===== src/rtl/tt_capture.sv =====
// Truth-table extractor: presents a = 0 .. 2^N-1 over a valid/ready probe
// handshake and packs each of the M sampled output bits into a 2^N-bit index.
module tt_capture #(
    parameter int N       = 3,
    parameter int M       = 1,
    parameter int TIMEOUT = 16
) (
    input  logic                clk,
    input  logic                rst_n,
    input  logic                start,
    output logic [N-1:0]        probe_a,
    output logic                probe_valid,
    input  logic [M-1:0]        resp,
    input  logic                resp_valid,
    output logic [M*(1<<N)-1:0] tt,
    output logic                tt_valid,
    output logic                busy,
    output logic                done,
    output logic                err
);

    localparam int DEPTH = 1 << N;
    localparam int CW    = $clog2(TIMEOUT + 1);
    localparam logic [N-1:0]  LAST_A = '1;
    localparam logic [CW-1:0] WAIT_TC = CW'(TIMEOUT - 1);

    typedef enum logic [1:0] {S_IDLE, S_PROBE, S_DONE} state_t;

    state_t          state;
    logic [CW-1:0]   wait_cnt;
    logic [DEPTH-1:0] rows [M];
    logic            clear;
    logic            capture;

    assign clear   = (state == S_IDLE) && start;
    assign capture = (state == S_PROBE) && probe_valid && resp_valid;

    // One table row per output bit; probe_a indexes the row at its exact width.
    for (genvar j = 0; j < M; j++) begin : g_row
        always_ff @(posedge clk or negedge rst_n) begin
            if (!rst_n) begin
                rows[j] <= '0;
            end else if (clear) begin
                rows[j] <= '0;
            end else if (capture) begin
                rows[j][probe_a] <= resp[j];
            end
        end
        assign tt[j*DEPTH +: DEPTH] = rows[j];
    end

    always_ff @(posedge clk or negedge rst_n) begin
        if (!rst_n) begin
            state       <= S_IDLE;
            wait_cnt    <= '0;
            probe_a     <= '0;
            probe_valid <= 1'b0;
            tt_valid    <= 1'b0;
            busy        <= 1'b0;
            done        <= 1'b0;
            err         <= 1'b0;
        end else begin
            done <= 1'b0;
            case (state)
                S_IDLE: begin
                    if (start) begin
                        tt_valid    <= 1'b0;
                        err         <= 1'b0;
                        probe_a     <= '0;
                        wait_cnt    <= '0;
                        probe_valid <= 1'b1;
                        busy        <= 1'b1;
                        state       <= S_PROBE;
                    end
                end
                S_PROBE: begin
                    if (resp_valid) begin
                        wait_cnt <= '0;
                        if (probe_a == LAST_A) begin
                            probe_valid <= 1'b0;
                            tt_valid    <= 1'b1;
                            done        <= 1'b1;
                            state       <= S_DONE;
                        end else begin
                            probe_a <= probe_a + 1'b1;
                        end
                    end else if (wait_cnt == WAIT_TC) begin
                        // This cycle is the TIMEOUT-th consecutive miss.
                        wait_cnt    <= '0;
                        err         <= 1'b1;
                        probe_valid <= 1'b0;
                        busy        <= 1'b0;
                        state       <= S_IDLE;
                    end else begin
                        wait_cnt <= wait_cnt + 1'b1;
                    end
                end
                S_DONE: begin
                    busy  <= 1'b0;
                    state <= S_IDLE;
                end
                default: begin
                    state       <= S_IDLE;
                    probe_valid <= 1'b0;
                    busy        <= 1'b0;
                end
            endcase
        end
    end

endmodule

===== config.mk =====
export PLATFORM = sky130hd
export DESIGN_NAME = tt_capture
export DESIGN_NICKNAME = d
export VERILOG_FILES = /design/src/rtl/tt_capture.sv
export SDC_FILE = /design/constraint.sdc
export NUM_CORES = 1
export LEC_CHECK = 0
export CAP_MARGIN = 40
export CORE_MARGIN = 2
export CORE_UTILIZATION = 49
export DETAILED_ROUTE_END_ITERATION = 8
export PLACE_DENSITY = 0.72
export REMOVE_ABC_BUFFERS = 1
export SLEW_MARGIN = 20
export SYNTH_ARGS = -nofsm -noshare
export SYNTH_HDL_FRONTEND = slang
export SYNTH_SLANG_ARGS = --single-unit

===== constraint.sdc =====
create_clock -name clk -period 3.27 [get_ports clk]
set_input_delay 0.327 -clock clk [delete_from_list [all_inputs] [get_ports clk]]
set_output_delay 0.327 -clock clk [all_outputs]
set_load 0.1 [all_outputs]

==> flow_summary_export.csv, run 1 <==
group,metric,value,unit
run_status,status,"completed",
grt,grt_max_degree,16,
timing,rsz0062_at_grt,"no",
grt,grt_pass1_wl,4130,um
die,initial_core_util,52.6,%
finish,drive_gt1_share,18.8,%
finish,diodes,0,
finish,fin_util,71.1,%
die,core,2230,um2
critical_path,cp-start-kind,"input pin",
clock_tree,post_cts_buffers,0,
yosys,synth-seq-cells,23,
timing,finalClockSkew,0.00119,ns
timing,setup_violations,0,
clock_tree,cts_max_level,1,
clock_tree,ctsResizeCount,0,
finish,nNetsFinal,147,
detailed_routing,drc,0,
clock_tree,cts_root_buffer,"clkbuf_4",
yosys,yosysUniqueCellTypes,34,
die,fp.dieH,53.0,um
critical_path,crit_required,3.50,ns
yosys,synth_area,1170,um2
grt,grt_use_total,20.4,%
clock_tree,clk_pin_slew,0.12,ns
timing,post-route-min-period,2.02,ns
die,die_w,53.0,um
placed_design,dpl.hpwl,1710,um
detailed_routing,firstDrtPassIters,4,
die,io_pins,21,
critical_path,crit_chain,"clkdlybuf4s50_1 > nand4b_1 > nor4b_1 > mux2i_1",
clock_tree,postCtsHoldBufs,0,
timing,hold_viol,0,
detailed_routing,ant_nets,0,
critical_path,endpoint_kind,"flop",
timing,holdWs,0.371,ns
die,row_count,17,
critical_path,cp_slowest_cell,"clkdlybuf4s50_1",
finish,design_area,1590,um2
critical_path,crit_arrival,2.25,ns
critical_path,cp_max_fo,11,
timing,worst_slew_pin_slew,0.622,ns
die,dieArea,2810,um2
clock_tree,clock_latency,0.30,ns
detailed_routing,vias,930,
grt,grt_antenna_before_repair,0,
detailed_routing,initialDrtViolationCount,6,
pwr,power_density,946,nW/um2
placed_design,placed_cell_area,1560,um2
timing,drv_slew,0,
yosys,synth-edff-count,0,
clock_tree,cts_buffers,3,
timing,post-route-period-util,61.8,%
clock_tree,clockBufferDepth,2,
critical_path,max_stage_delay,0.64,ns
detailed_routing,routed_wl,2320,um
pwr,power.leakage,0.000670,uW
timing,slew-limit-headroom,58.5,%
finish,syn_to_final_growth,35.2,%
pwr,ir_worst_vdd,0.785,mV
yosys,seq_area_frac_synth,49.0,%
critical_path,path_class,"input pin to flop",
yosys,yosys_most_used_dff,"dfrtp_1",
timing,fin_tns_setup,0,ns
clock_tree,cts_tree,"done",
yosys,async_flop_share,100,%
clock_tree,clock-sinks,23,
yosys,yosys_warnings,0,
yosys,netlist_instances,108,
timing,fmax,0.495,GHz
detailed_routing,vias_per_cell,5.60,
detailed_routing,wl_per_cell,14.0,um
placed_design,gp_congestion,0.738,
hold_path,hp-class,"input pin to asynchronous set/reset pin",
grt,first_global_vias,928,
job,drv_cap,0,
finish,fillers,166,
yosys,syn_avg_cell_area,10.9,um2
placed_design,io_buffers,20,
grt,grt_overflow,0,
layer usage:
layer  part of all wire [%]  global-route usage (%)  vias up
met1                     46                    26.0      443
met2                     48                    34.6       29
met3                    5.3                    4.52        2
met5                      0                       0        -
li1                       -                       -      456
met4                   0.60                    5.98        0
critical path: cells and delay by family:
| family | cells | cell delay [ns] |
|---|---|---|
| simple gates | 2 | 1.07 |
| buf+inv | 1 | 0.64 |
| mux | 1 | 0.22 |
Yosys cell counts (3+ instances only):
master     n  area [um2]
nand2_1   15        56.3
a21oi_1    4        20.0
o31ai_1    3        22.5
buf_4      3        22.5
a22o_1     5        43.8
o21ai_0    4        20.0
o211ai_1   3        22.5
mux2i_1    6        60.1
nand2b_1   3        18.8
nor3b_1    3        22.5
inv_1      4        15.0
dfrtp_1   23         576
ha_1       3        37.5
final cells by class:
type / count / area (um2) / area share, %
flip-flops and latches: 23 / 576 / 36.2
multi-input cells: 73 / 533 / 33.5
repair buffers: 34 / 403 / 25.4
well taps: 28 / 35.0 / 2.20
clock buffers: 3 / 22.5 / 1.42
inverters: 4 / 15.0 / 0.945
clock inverters: 1 / 5.00 / 0.315
logic make-up (layout without fill, tap and decap cells):
| group | Yosys count | count (layout) | share of synthesized area [%] |
|---|---|---|---|
| flip-flops | 23 | 23 | 49.0 |
| multiplexers | 6 | 6 | 5.11 |
| AND/OR/NAND/NOR | 36 | 36 | 20.3 |
| buffers and inverters | 12 | 42 | 5.64 |
| AO/OA/AOI/OAI | 27 | 27 | 16.0 |
| adder cells (fa/ha/maj) | 3 | 3 | 3.20 |
| XOR/XNOR | 1 | 1 | 0.746 |
per-stage QoR:
stage / total power, uW / std cells / worst slack [ns]
6_report: 1500 / 166 / 1.25
5_1_grt: 1590 / 166 / 1.15
4_1_cts: 1510 / 166 / 1.25
3_5_place_dp: 1390 / 162 / 0.937
3_3_place_gp: 1240 / 148 / 1.02
2_1_floorplan: 1060 / 100 / 1.03
where the power goes:
| group | total, uW | switching [uW] | internal (uW) |
|---|---|---|---|
| Sequential | 476 | 118 | 358 |
| Combinational | 902 | 587 | 314 |
| Clock | 126 | 80.2 | 45.5 |
| Total | 1500 | 786 | 718 |
path summary, 6_finish.rpt:
kind | from | endpoint | slack (ns) | cells after the start
worst max-delay path | resp_valid | tt[2] | 1.25 | 4
worst min-delay path | rst_n | tt[5] | 0.37 | 1
worst max register to register | state[0] | tt[2] | 1.29 | 3
worst min register to register | wait_cnt[4] | wait_cnt[4] | 0.50 | 1
max in group asynchronous | rst_n | probe_a[2] | 2.43 | 2
min in group clk | wait_cnt[4] | wait_cnt[4] | 0.50 | 1
flip-flops by register name, summed over array words and instances (netlist names):
register	cells
state	2
err	1
busy	1
done	1
tt	8
probe_a	3
tt_valid	1
wait_cnt	5
probe_valid	1
placed cells by master, fill, tap and decap left out, drive strengths merged:
master         synthesis  final
nor3b                  4      4
clkinv                 0      1
xor2                   1      1
a22o                   5      5
nor2                   1      1
or3b                   2      2
o21a                   1      1
clkdlybuf4s50          0     17
nor3                   1      1
nand4b                 2      2
ha                     3      3
nand2b                 3      3
o31ai                  3      3
a31oi                  2      2
mux2i                  6      6
o21bai                 2      2
nor4                   2      2
o21ai                  4      4
clkbuf                 2      3
nand3                  2      2
nand2                 15     15
nor4b                  2      2
nand3b                 2      2
buf                    6     17
inv                    4      4
a21oi                  4      4
o211ai                 3      3
a32oi                  1      1
dfrtp                 23     23
o22ai                  1      1
o2111ai                1      1
Note: power is estimated with default switching activity, not from simulation.
==> inputs of run 2 (changes only) <==
Clock period 3.27 ns to 2.1 ns, I/O delays scaled along.
==> run 2 against run 1 <==
Die area stayed put. Sequential share of layout area grew 5.0 points. Critical path depth fell by 1. Utilization shrank 8.6 points. Routed wire length fell by 0.22%. Non-clock buffer count decreased by 7. Via count decreased by 3.3%. Design area decreased by 12%. Critical path type is now flop to flop.
==> flow_summary_export.csv, run 2 (same netlist as run 1, synthesis figures left out) <==
group,metric,value,unit
run_status,status,"completed",
detailed_routing,firstDrtPassIters,4,
critical_path,cp_max_fo,15,
clock_tree,post_cts_buffers,0,
detailed_routing,routed_wl,2320,um
job,drv_cap,0,
detailed_routing,initialDrtViolationCount,18,
die,fp.dieH,53.0,um
finish,nNetsFinal,140,
critical_path,max_stage_delay,0.59,ns
detailed_routing,vias_per_cell,5.65,
pwr,ir_worst_vdd,0.917,mV
critical_path,crit_chain,"nand4b_1 > nor4b_1 > mux2i_1",
timing,post-route-period-util,77.7,%
critical_path,r2r_end,"tt[2]",
finish,most-common-layout-cells,"dfrtp_1, buf_4, nand2_1",
clock_tree,cts_max_level,1,
grt,grt_max_degree,24,
die,core,2230,um2
finish,drive_gt1_share,23.7,%
timing,post-route-min-period,1.63,ns
placed_design,gp_congestion,0.765,
critical_path,reg2reg_depth,3,
timing,drv_slew,0,
placed_design,io_buffers,20,
grt,grt_antenna_before_repair,0,
clock_tree,clock-sinks,23,
pwr,power_density,1550,nW/um2
timing,holdWs,0.236,ns
die,io_pins,21,
grt,first_global_vias,874,
grt,grt_use_total,20.2,%
clock_tree,postCtsHoldBufs,0,
clock_tree,ctsResizeCount,0,
timing,setup_violations,0,
finish,syn_to_final_growth,19.0,%
clock_tree,cts_tree,"done",
die,die_w,53.0,um
detailed_routing,vias,899,
critical_path,cp-start-kind,"flop",
timing,slew-limit-headroom,59.1,%
detailed_routing,wl_per_cell,14.6,um
clock_tree,cts_root_buffer,"clkbuf_4",
grt,grt_pass1_wl,4020,um
timing,fmax,0.613,GHz
placed_design,dpl.hpwl,1630,um
clock_tree,clock_latency,0.31,ns
critical_path,crit_arrival,1.87,ns
grt,grt_overflow,0,
die,dieArea,2810,um2
timing,fin_tns_setup,0,ns
critical_path,r2r-start,"state[0]",
clock_tree,cts_buffers,3,
timing,worst_slew_pin_slew,0.612,ns
critical_path,path_class,"flop to flop",
finish,largest_reg_flops,8,
clock_tree,clk_pin_slew,0.12,ns
detailed_routing,ant_nets,0,
detailed_routing,drc,0,
pwr,power.leakage,0.000624,uW
finish,diodes,0,
timing,hold_viol,0,
critical_path,endpoint_kind,"flop",
critical_path,cp_slowest_cell,"dfrtp_1",
critical_path,r2r_slack,0.47,ns
timing,rsz0062_at_grt,"no",
die,row_count,17,
die,initial_core_util,52.6,%
critical_path,crit_required,2.34,ns
hold_path,hp-class,"input pin to asynchronous set/reset pin",
timing,finalClockSkew,0.00207,ns
clock_tree,clockBufferDepth,2,
-- run 2: changes by cell type in the layout (fill, tap and decap cells not counted), sizes merged --
cell,before,now
buf,17,23
clkbuf,3,4
clkdlybuf4s50,17,4
clkinv,1,0
-- run 2: per-layer routing --
layer	vias up	GRT usage [%]	routed length, um
li1	440	-	-
met5	-	0	0
met4	0	12.0	72
met2	26	32.5	1080
met1	427	25.7	1060
met3	6	2.82	113
-- run 2: area by class of cell --
cell class	instances	area, um2
Multi-Input combinational cell	73	533
Clock buffer	4	26.3
Tap cell	28	35.0
Inverter	4	15.0
Sequential cell	23	576
Timing Repair Buffer	27	213
Fill cell	190	836
-- run 2: worst max-delay path, delay by kind of cell (launching register included) --
kind             cells  cell delay [ns]
multiplexers         1             0.22
AND/OR/NAND/NOR      2             0.75
flip-flops           1             0.59
-- run 2: through the flow --
stage / setup slack [ns] / std cells / util [%] / cell area, um2 / total power [uW]
floorplan: -0.139 / 100 / - / 1120 / 1650
global placement: 0.374 / 155 / 61.4 / 1370 / 1950
detailed placement: 0.382 / 155 / 61.4 / 1370 / 1980
CTS: 0.462 / 159 / 62.6 / 1400 / 2190
finish: 0.468 / 159 / 62.6 / 1400 / 2170
global route: 0.304 / 159 / 62.6 / 1400 / 2290
-- run 2: where the power goes --
part           leakage (uW)  switching (uW)  total (uW)  internal, uW
clock network     0.0000150             128         202          74.2
registers          0.000304             103         661           559
logic              0.000305             966        1310           340
-- run 2: how the worst max path moves through the flow --
stage	start	to	slack, ns	cells after the start
6_report	state[0]	tt[2]	0.47	3
5_1_grt	state[0]	tt[2]	0.30	3
4_1_cts	state[0]	tt[2]	0.46	3
3_5_place_dp	start	tt[4]	0.38	4
3_3_place_gp	start	tt[0]	0.37	4
2_1_floorplan	probe_valid	tt[2]	-0.14	3
==> inputs of run 3 (changes only) <==
Clock period 2.1 ns to 1.6 ns, I/O delays scaled along.
==> run 3 against run 2 <==
Sequential power increased by 35%. Setup slack got worse by 0.38 ns. Non-clock buffer count increased by 6. Global-route usage increased by 1.2 points. Total power increased by 51%. Flip-flop and latch count unchanged.
==> flow_summary_export.csv, run 3 (same netlist as run 1, synthesis figures left out) <==
group,metric,value,unit
pwr,power.leakage,0.000709,uW
placed_design,placed_cell_area,1620,um2
die,fp.dieH,53.0,um
detailed_routing,wl_per_cell,15.4,um
critical_path,critical_path.startpoint,"probe_a[0]",
clock_tree,cts_tree,"done",
clock_tree,cts_root_buffer,"clkbuf_4",
timing,worst_slack,0.0873,ns
critical_path,crit_arrival,1.71,ns
pwr,ir_worst_vdd,1.68,mV
clock_tree,clockBufferDepth,2,
timing,setup_violations,0,
pwr,power_frac_comb,64.8,%
timing,fin_tns_setup,0,ns
clock_tree,clk_pin_slew,0.12,ns
critical_path,endpoint_kind,"flop",
detailed_routing,routed_wl,2540,um
timing,drv_slew,0,
timing,post-route-period-util,94.5,%
finish,fillers,142,
finish,syn_to_final_growth,40.9,%
timing,post-route-min-period,1.51,ns
grt,grt_max_degree,24,
finish,seqCellArea,576,um2
pwr,switching_share,50.7,%
detailed_routing,initialDrtViolationCount,16,
critical_path,crit_required,1.80,ns
detailed_routing,vias,933,
die,row_count,17,
finish,nNetsFinal,146,
hold_path,hp-class,"input pin to asynchronous set/reset pin",
die,die_w,53.0,um
clock_tree,cts_buffers,3,
finish,diodes,0,
finish,final_common_cell,"dfrtp_1",
job,drv_cap,0,
finish,multi_input_area,546,um2
finish,largest_reg_flops,8,
pwr,power_density,1980,nW/um2
critical_path,cp-start-kind,"flop",
timing,slew-limit-headroom,75.5,%
detailed_routing,drc,0,
finish,design_area,1660,um2
detailed_routing,ant_nets,0,
pwr,p_clk_share,8.0,%
pwr,pwr-share-seq,27.2,%
critical_path,path_class,"flop to flop",
timing,hold_viol,0,
critical_path,r2r-start,"probe_a[0]",
clock_tree,clock-sinks,23,
detailed_routing,firstDrtPassIters,4,
die,dieArea,2810,um2
timing,worst_slew_pin_slew,0.362,ns
clock_tree,cts_max_level,1,
finish,drive_gt1_share,28.5,%
grt,first_global_vias,961,
placed_design,dpl.hpwl,1900,um
placed_design,dp_slack,0.0125,ns
timing,fmax,0.661,GHz
grt,grt_antenna_before_repair,0,
die,initial_core_util,52.6,%
grt,grt_use_total,21.4,%
detailed_routing,vias_per_cell,5.65,
placed_design,io_buffers,20,
clock_tree,postCtsHoldBufs,0,
finish,most-common-layout-cells,"dfrtp_1, buf_12, nand2_1",
timing,finalClockSkew,0.00108,ns
grt,grt_overflow,0,
placed_design,gp_congestion,0.784,
run_status,status,"completed",
pwr,intPower,1620,uW
critical_path,cp_max_fo,4,
die,io_pins,21,
finish,fin_util,74.1,%
critical_path,reg2reg_depth,5,
pwr,p_switching,1660,uW
timing,rsz0062_at_grt,"no",
timing,holdWs,0.206,ns
grt,grt_pass1_wl,4400,um
die,core,2230,um2
clock_tree,clock_latency,0.29,ns
[run 3: cell count changes in the layout (fill, tap and decap cells not counted), sizes merged]
cell  before  now
buf       23   29
[run 3: repair_timing]
action | in CTS | in global routing
resized for setup | 0 | 2
hold endpoints to repair | 0 | 0
buffers inserted | 0 | 0
endpoints found under the setup margin | 0 | 2
[run 3: power groups by stage]
stage / Clock [uW] / Sequential, uW / Combinational, uW
floorplan: 0 / 1760 / 410
global placement: 0 / 898 / 2080
detailed placement: 0 / 901 / 2120
CTS: 266 / 891 / 2120
global route: 295 / 912 / 2240
finish: 261 / 891 / 2120
[run 3: worst max-delay path: stages (launching register included)]
cell and delay [ns]:
dfrtp_1 0.40, ha_1 0.20, ha_1 0.20, nand2b_4 0.16, a22o_1 0.23, a22o_1 0.23
[run 3: per-layer routing]
metal | up-vias | GRT usage (%) | part of all wire (%)
li1 | 450 | - | -
met1 | 463 | 27.8 | 43
met2 | 18 | 37.7 | 52
met3 | 2 | 3.67 | 3.9
met4 | 0 | 3.85 | 0.51
met5 | - | 0 | 0
[run 3: cell type report]
cell class | instances | share of cell area (%)
inverter | 4 | 0.907
multi-input combinational | 73 | 33.0
tap | 28 | 2.12
clock buffer | 4 | 1.59
timing repair buffer | 33 | 27.7
sequential | 23 | 34.8
[run 3: metrics by stage]
step	cells	power [uW]
after global routing	165	3450
after floorplan	100	2170
final	165	3270
after global placement	161	2980
after detailed placement	161	3020
after CTS	165	3280
[run 3: final timing paths]
path / slack [ns] / endpoint
setup / recovery: 0.09 / probe_a[1]
hold / removal: 0.21 / tt[4]
setup reg to reg: 0.09 / probe_a[1]
hold reg to reg: 0.50 / wait_cnt[4]
max in group asynchronous: 1.16 / wait_cnt[0]
min in group clk: 0.50 / wait_cnt[4]
